===== config.mk =====
export PLATFORM = sky130hd
export DESIGN_NAME = fetch_unit
export DESIGN_NICKNAME = d
export VERILOG_FILES = /design/src/rtl/fetch_unit.sv
export SDC_FILE = /design/constraint.sdc
export NUM_CORES = 1
export LEC_CHECK = 0
export CORE_MARGIN = 4
export CORE_UTILIZATION = 44
export DETAILED_ROUTE_END_ITERATION = 10
export PLACE_DENSITY = 0.69
export SYNTH_ARGS = -nofsm -noshare
export SYNTH_HDL_FRONTEND = slang
export SYNTH_SLANG_ARGS = --single-unit

===== constraint.sdc =====
create_clock -name i_clk -period 3.84 [get_ports i_clk]
set_input_delay 0.768 -clock i_clk [delete_from_list [all_inputs] [get_ports i_clk]]
set_output_delay 0.768 -clock i_clk [all_outputs]
set_load 0.02 [all_outputs]

===== src/rtl/fetch_unit.sv =====
// fetch_unit: RV32I fetch stage; owns the fetch PC, issues req/gnt/rvalid
// requests to imem and buffers returned words in a 2-entry FIFO.
// Ports: i_clk, i_rstn (async low); imem o_imem_req/o_imem_addr,
// i_imem_gnt/i_imem_rvalid/i_imem_rdata; redirect i_PCSrcE/i_PCTargetE;
// stall i_StallF_en; head o_instrF/o_PCF/o_PCPlus4F/o_validF.
// Optional FETCH_BYPASS_EN: forward a response straight to the outputs
// when the buffer is empty.
`ifndef XLEN
`define XLEN 32
`endif

module fetch_unit #(
  parameter logic [`XLEN-1:0] RESET_PC = '0
) (
  input  logic              i_clk,
  input  logic              i_rstn,
  output logic              o_imem_req,
  output logic [`XLEN-1:0]  o_imem_addr,
  input  logic              i_imem_gnt,
  input  logic              i_imem_rvalid,
  input  logic [`XLEN-1:0]  i_imem_rdata,
  input  logic              i_PCSrcE,
  input  logic [`XLEN-1:0]  i_PCTargetE,
  input  logic              i_StallF_en,
  output logic [`XLEN-1:0]  o_instrF,
  output logic [`XLEN-1:0]  o_PCF,
  output logic [`XLEN-1:0]  o_PCPlus4F,
  output logic              o_validF
);

  localparam int XL = `XLEN;

  logic [XL-1:0] r_fpc;
  logic [1:0]    r_outs;
  logic [1:0]    r_kill;
  logic [1:0]    r_cnt;
  logic [XL-1:0] r_epc [0:1];
  logic [XL-1:0] r_ein [0:1];
  logic [XL-1:0] r_apc [0:1];
  logic          r_awr;
  logic          r_ard;

  logic [2:0]    w_occ;
  logic          w_req;
  logic          w_acc;
  logic          w_rsp;
  logic          w_keep;
  logic          w_byp;
  logic          w_hvalid;
  logic          w_valid;
  logic          w_pop;
  logic          w_fpop;
  logic          w_push;
  logic          w_widx;
  logic [1:0]    w_outs_nx;
  logic [XL-1:0] w_raddr;
  logic [XL-1:0] w_hpc;
  logic [XL-1:0] w_hin;
  logic          w_unused;

  assign w_unused = ^i_PCTargetE[1:0];

  // Credit check: in-flight plus buffered never exceeds the buffer depth.
  assign w_occ = {1'b0, r_outs} + {1'b0, r_cnt};
  assign w_req = i_rstn && !i_PCSrcE && (w_occ < 3'd2);
  assign w_acc = w_req && i_imem_gnt;

  // Stray rvalid with nothing outstanding is ignored.
  assign w_rsp   = i_imem_rvalid && (r_outs != 2'd0);
  assign w_raddr = r_apc[r_ard];
  assign w_keep  = w_rsp && (r_kill == 2'd0) && !i_PCSrcE;

`ifdef FETCH_BYPASS_EN
  assign w_byp = w_keep && (r_cnt == 2'd0);
`else
  assign w_byp = 1'b0;
`endif

  assign w_hvalid = (r_cnt != 2'd0);
  assign w_valid  = w_hvalid || w_byp;
  assign w_hpc    = w_hvalid ? r_epc[0] : w_raddr;
  assign w_hin    = w_hvalid ? r_ein[0] : i_imem_rdata;

  assign w_pop  = w_valid && !i_StallF_en && !i_PCSrcE;
  assign w_fpop = w_pop && w_hvalid;
  // A bypassed word consumed in the same cycle never enters the buffer.
  assign w_push = w_keep && !(w_byp && w_pop);
  // Slot for the new word after any pop-shift this cycle.
  assign w_widx = r_cnt[0] && !w_fpop;

  assign w_outs_nx = r_outs + {1'b0, w_acc} - {1'b0, w_rsp};

  assign o_imem_req  = w_req;
  assign o_imem_addr = r_fpc;
  assign o_validF    = w_valid;
  assign o_PCF       = w_valid ? w_hpc : '0;
  assign o_instrF    = w_valid ? w_hin : '0;
  assign o_PCPlus4F  = w_valid ? (w_hpc + 32'd4) : '0;

  always_ff @(posedge i_clk or negedge i_rstn) begin
    if (!i_rstn) begin
      r_fpc    <= RESET_PC;
      r_outs   <= 2'd0;
      r_kill   <= 2'd0;
      r_cnt    <= 2'd0;
      r_awr    <= 1'b0;
      r_ard    <= 1'b0;
      r_epc[0] <= '0;
      r_epc[1] <= '0;
      r_ein[0] <= '0;
      r_ein[1] <= '0;
      r_apc[0] <= '0;
      r_apc[1] <= '0;
    end else begin
      r_outs <= w_outs_nx;
      if (w_acc) begin
        r_apc[r_awr] <= r_fpc;
        r_awr        <= ~r_awr;
      end
      if (w_rsp) r_ard <= ~r_ard;
      if (i_PCSrcE) begin
        r_fpc  <= {i_PCTargetE[XL-1:2], 2'b00};
        r_kill <= w_outs_nx;
        r_cnt  <= 2'd0;
      end else begin
        if (w_acc) r_fpc <= r_fpc + 32'd4;
        if (w_rsp && (r_kill != 2'd0)) r_kill <= r_kill - 2'd1;
        r_cnt <= r_cnt - {1'b0, w_fpop} + {1'b0, w_push};
        if (w_fpop) begin
          r_epc[0] <= r_epc[1];
          r_ein[0] <= r_ein[1];
        end
        if (w_push) begin
          r_epc[w_widx] <= w_raddr;
          r_ein[w_widx] <= i_imem_rdata;
        end
      end
    end
  end

endmodule


==> reports/metrics.cfg <==
[finish]
fraction_of_final_layout_cells_sized_beyond_drive_strength_1_pct=17.9
area_growth_pct=30.5
fin_util_pct=58.7
diodes=0
fin_nets=1464
fillCellCount=2204
fin_area_um2=14900

[yosys]
synthesis.area_um2=11400
synthDistinctLibCells=69
syn_inst=1194
number_of_synthesis_warnings=0
synth_enable_flop_cells=0
synth.ff_latch_count=224
leading_cell_type_by_number_of_instances_after_synthesis=nand2_1
synth_top_flop_cell=dfrtp_1
ys_async_sr_fraction_pct=100
synth.largest_area_cell=dfrtp_1
netlist_top_cells_count=nand2_1 (237), dfrtp_1 (224), nor2_1 (108)
synth_area_leaders=dfrtp_1 (49%), mux2_2 (10%), nand2_1 (7.8%)
ys_seq_area_share_pct=49.2
post_synthesis_average_cell_area_um2=9.54
synth_top_area_share_pct=49.2

[timing]
fin_crit_ns=3.86
fin_crit_sh_pct=100
final_max_slew_viol_count=0
relSlewSlack_pct=22.6
max_freq_mhz=259
clock_skew_ns=0.00616
grt_setup_unrepaired=yes
final.setup.worst_slack_ns=-0.0168
timing.final.setup_violations=2
max_slew.worst_pin.slew_ns=1.16
final_hold_viol_count=0
timing.setup.tns_ns=-0.0296

[die]
total_core_area_um2=25300
io_count=200
rows=58
fp.dieW_um=169
full_die_area_um2=28500
starting_density_pct=45.0
chipHeight_um=169

[cts]
tritoncts=done
htree_levels=1
holdBufCountCts=0
cts.sinks=224
clk_transition_reported_paths_ns=0.06
clk-insertion-delay-late_ns=0.52
buffers_from_clock_root_to_sink_at_most=3
clock_tree.root_cell=clkbuf_16
tritoncts.num_buffers=26

[job]
max-cap-violations=0

[place]
placedInstanceArea_um2=13800
portBuffers=195
dpl.hpwl_mm=20.7
gp_congestion=0.821

[route]
detailedRoute.firstPassIterationCount=5
vias=9470
routed_wire_length_per_instance_um=17.4
detail-route-antenna-nets=0
vias_per_cell=5.46
routed_wl_mm=30.2
post-route-drc-count=0
drt_iter0_drc=827

[global_routing]
track_usage_pct=20.7
first_global_vias=9132
grt_antenna_before_repair=0
grt_max_degree=85
grt_first_pass_wirelength_mm=48.8
grt_overflow_total=0

[critical_path]
worstPathRequired_ns=3.07
worstPathMaxFanout=5
crit_slowest_cell=dfrtp_2
type_of_element_launching_the_critical_path=flip-flop
setup.worst_path.start=r_ard$_DFFE_PN0P_
ff_to_ff_start=r_cnt[0]$_DFF_PN0_
critical_path_arrival_ns=3.09
crit_end_category=output pin
setup_crit_path_kind=reg -> out
worstPathCellList=mux2i_2 > o21ai_2 > ha_2 > nand4_1 > a21boi_1 > nand4b_1 > buf_4 > or3_1 > a21oi_2 > buf_4
cp_slowest_stage_delay_ns=0.47
crit_path_frequent_cell=buf_4

[power_and_ir_drop]
power.internal_mw=6.75
netSwitchingPower_mw=3.48
sequentialPowerShare_pct=39.0
powerDensity_nw_per_um2=689
comb_power_share_pct=34.5
clock_power_share_pct=26.5
irDropWorstVdd_v=0.000424
power.static_leakage_nw=6.70
switching_portion_of_total_power_pct=34.0

[status]
violations=setup timing
run_status=complete, but fails checks

[hold_path]
hp-class=in -> async

==> final timing paths <==
path / to / slack, ns / cells past startpoint
max in group asynchronous: r_ard$_DFFE_PN0P_ / 2.49 / 2
worst min-delay path: r_ein[52]$_DFFE_PN0N_ / 0.09 / 1
worst min register to register: r_apc[55]$_DFFE_PN0P_ / 0.49 / 2
worst max register to register: o_imem_addr[30]$_DFFE_PN0P_ / 0.71 / 9
worst max-delay path: o_PCPlus4F[26] / -0.02 / 10
min in group i_clk: r_cnt[1]$_DFF_PN0_ / 0.48 / 2
==> sequential cells by signal (all words and copies together), names as in the netlist, 2 cells and up <==
register / count
r_outs: 2
r_ein: 64
r_kill: 2
r_epc: 62
r_cnt: 2
o_imem_addr: 30
r_apc: 60
==> area by class of cell <==
cell class                 count  area, um^2  area share, %
clock buffer                  37         742           4.99
sequential                   224        5610           37.7
timing repair buffer         243        2330           15.7
clock inverter                11         216           1.46
inverter                      16        62.6          0.421
tap                          330         413           2.78
multi-input combinational    875        5480           36.9
==> worst max-delay path: cells and delay by family, from the launching register on <==
kind,cells,cell delay (ns)
buffers and inverters,2,0.38
adders and majority gates,1,0.22
and+or+nand+nor,3,0.77
muxes,1,0.22
DFF,1,0.47
AOI/OAI and AO/OA,3,0.52
==> power groups by stage <==
| stage | registers, mW | logic [mW] | clock network, mW |
|---|---|---|---|
| final | 3.99 | 3.53 | 2.71 |
| after global routing | 4.12 | 3.88 | 2.88 |
| after CTS | 3.98 | 3.51 | 2.77 |
| after detailed placement | 4.01 | 3.45 | 0 |
| after global placement | 3.96 | 3.38 | 0 |
| after floorplan | 3.82 | 2.28 | 0 |
==> stage by stage <==
step | cells | power (mW) | worst slack [ns] | hold WS, ns
final | 1736 | 10.2 | -0.0168 | 0.0867
after global routing | 1736 | 10.9 | -0.173 | 0.0871
after detailed placement | 1683 | 7.46 | 0.0153 | 0.477
after CTS | 1733 | 10.3 | -0.112 | 0.0824
after global placement | 1683 | 7.34 | 0.0305 | 0.463
after floorplan | 1195 | 6.10 | 0.198 | 0.449
==> cell families (layout without fill, tap and decap cells) <==
group / count (synthesis) / after routing / share of synthesized area, %
and+or+nand+nor: 512 / 512 / 20.7
AOI/OAI and AO/OA: 204 / 204 / 11.3
adders and majority gates: 8 / 8 / 0.945
xor gates and xnor gates: 19 / 19 / 1.46
buffers and inverters: 96 / 307 / 3.76
DFF: 224 / 224 / 49.2
muxes: 130 / 130 / 12.6
other: 1 / 2 / 0.0329
==> repair_timing <==
item                       4_1_cts  5_1_grt
resized for setup               57       19
pin swaps                        3        8
gates cloned                     0        0
setup buffers                    2        3
setup endpoints to repair       24       16
==> cells in the final DEF, fill, tap and decap left out, drive strengths merged, types with 24 or more instances in the layout <==
cell type	instances
a21oi	42
a31oi	45
and2	67
buf	54
clkbuf	39
clkdlybuf4s50	169
dfrtp	224
mux2	103
mux2i	27
nand2	237
nand3	24
nor2	109
o21ai	71
==> per-layer routing <==
| layer | routed length (um) | global-route usage, % | vias up |
|---|---|---|---|
| met3 | 1970 | 2.90 | 47 |
| met1 | 14700 | 31.9 | 4552 |
| met2 | 12900 | 31.0 | 364 |
| met4 | 711 | 4.98 | 0 |
| li1 | - | - | 4507 |
| met5 | 0 | 0 | - |
Power figures use the tool's default switching activity.
==> variant: new RTL, config.mk and constraints unchanged <==
Set the macro `XLEN` to 48 (it was 32).
--- a/src/rtl/fetch_unit.sv
+++ b/src/rtl/fetch_unit.sv
@@ -6,7 +6,7 @@
 // Optional FETCH_BYPASS_EN: forward a response straight to the outputs
 // when the buffer is empty.
 `ifndef XLEN
-`define XLEN 32
+`define XLEN 48
 `endif
 
 module fetch_unit #(
Interface: changed (6 resized); port bits go from 200 to 296. No check against the original RTL was run, so the function may have changed too.
==> variant against the original RTL <==
The run still ends with negative setup slack left; sequential cell count grew 112; area after synthesis rose by 50%; setup slack got worse by 260 ps; power grew 49%; global-route usage rose by 3.3 points; critical path depth fell by 2; register-to-register slack got worse by 180 ps; routed wire length rose by 72%; design area grew 54%; count of clock-buffer cells in the layout increased by 18; largest cell class is now multi-input gates; highest routed layer unchanged.
==> variant: results (changes against the original RTL) <==
register area share after synthesis 49.2% (about the same); CP Max Fanout 8 (+3); Placed Area 0.0213 sq mm (+55%); CTS buffer count 38 (+46%); Final Skew 15.3 ps (+9.14 ps); Worst slew margin 30.2% (+7.6 points); largest net degree at the start of global routing 171 (+100%); Mean Syn Cell Area 9.44 sq um (-1.0%); status finished, violations left; GRT Total Usage 24.0% (+3.3 points); largest registers r_ein: 96 flops, r_epc: 94 flops, r_apc: 92 flops; Synth cell types 66 (-4.3%); worst setup margin -275 ps (-259 ps); DRT iter0 DRCs 953 (+15%); clock power share 22.9% (-3.6 points); Clk power 3.48 mW (+28%); R2R depth 10 (+1); M1 wire length 23400 um (+60%); Post-Synth XOR/XNOR Area 1.59% (+0.13 points); failing checks negative setup slack; sequential power share 39.6% (+0.6 points); routability cong. 0.924 (+13%); Post-Synth Adder-Cell Area 0.630% (-0.31 points); most used routing layer met2; CP peak stage delay 520 ps (+50 ps); Cells after DPL 2616 (+55%); worst IR drop on VDD 327 uV (-23%); Finished Layout Cells 2695 (+55%); via count 15000 (+59%); WL met3 3310 um (+68%); last element of the critical path o_PCPlus4F[41]; setup_tns -3980 ps (-3950 ps); Final setup viols 25 (+23); Hold Slack 283 ps (+196 ps); final wirelength 51900 um (+72%); fin nets 2266 (+55%); commonest cells in the synthesized netlist 397 x nand2_1, 336 x dfrtp_1, 145 x mux2_2, 129 x o21ai_0, 112 x nor2_1
variant: cell count changes in the layout (fill, tap and decap cells not counted), moves of 14 or more:
cell	delta
nand2_1	+157
dfrtp_1	+113
buf_4	+93
clkdlybuf4s50_1	+80
o21ai_0	+60
mux2_2	+40
and2_1	+33
a31oi_1	+22
nand4_1	+20
buf_6	+18
nand3_1	+17
o211ai_1	+17
mux2i_1	+16
clkbuf_16	+14
variant: timing repair:
action,4_1_cts,5_1_grt
gates resized for setup,190,48
endpoints found under the setup margin,37,34
setup buffers,4,8
endpoints found under the hold margin,0,0
pin swaps,10,17
cloned,0,1
variant: final cells by class:
cell class                      count  area (sq um)
Fill cell                        3257         15100
Multi-Input combinational cell   1326          8420
Sequential cell                   336          8410
Timing Repair Buffer              431          4070
Clock buffer                       55          1090
Tap cell                          511           639
Clock inverter                     12           106
Inverter                           23          86.3
Antenna cell                        1          2.50
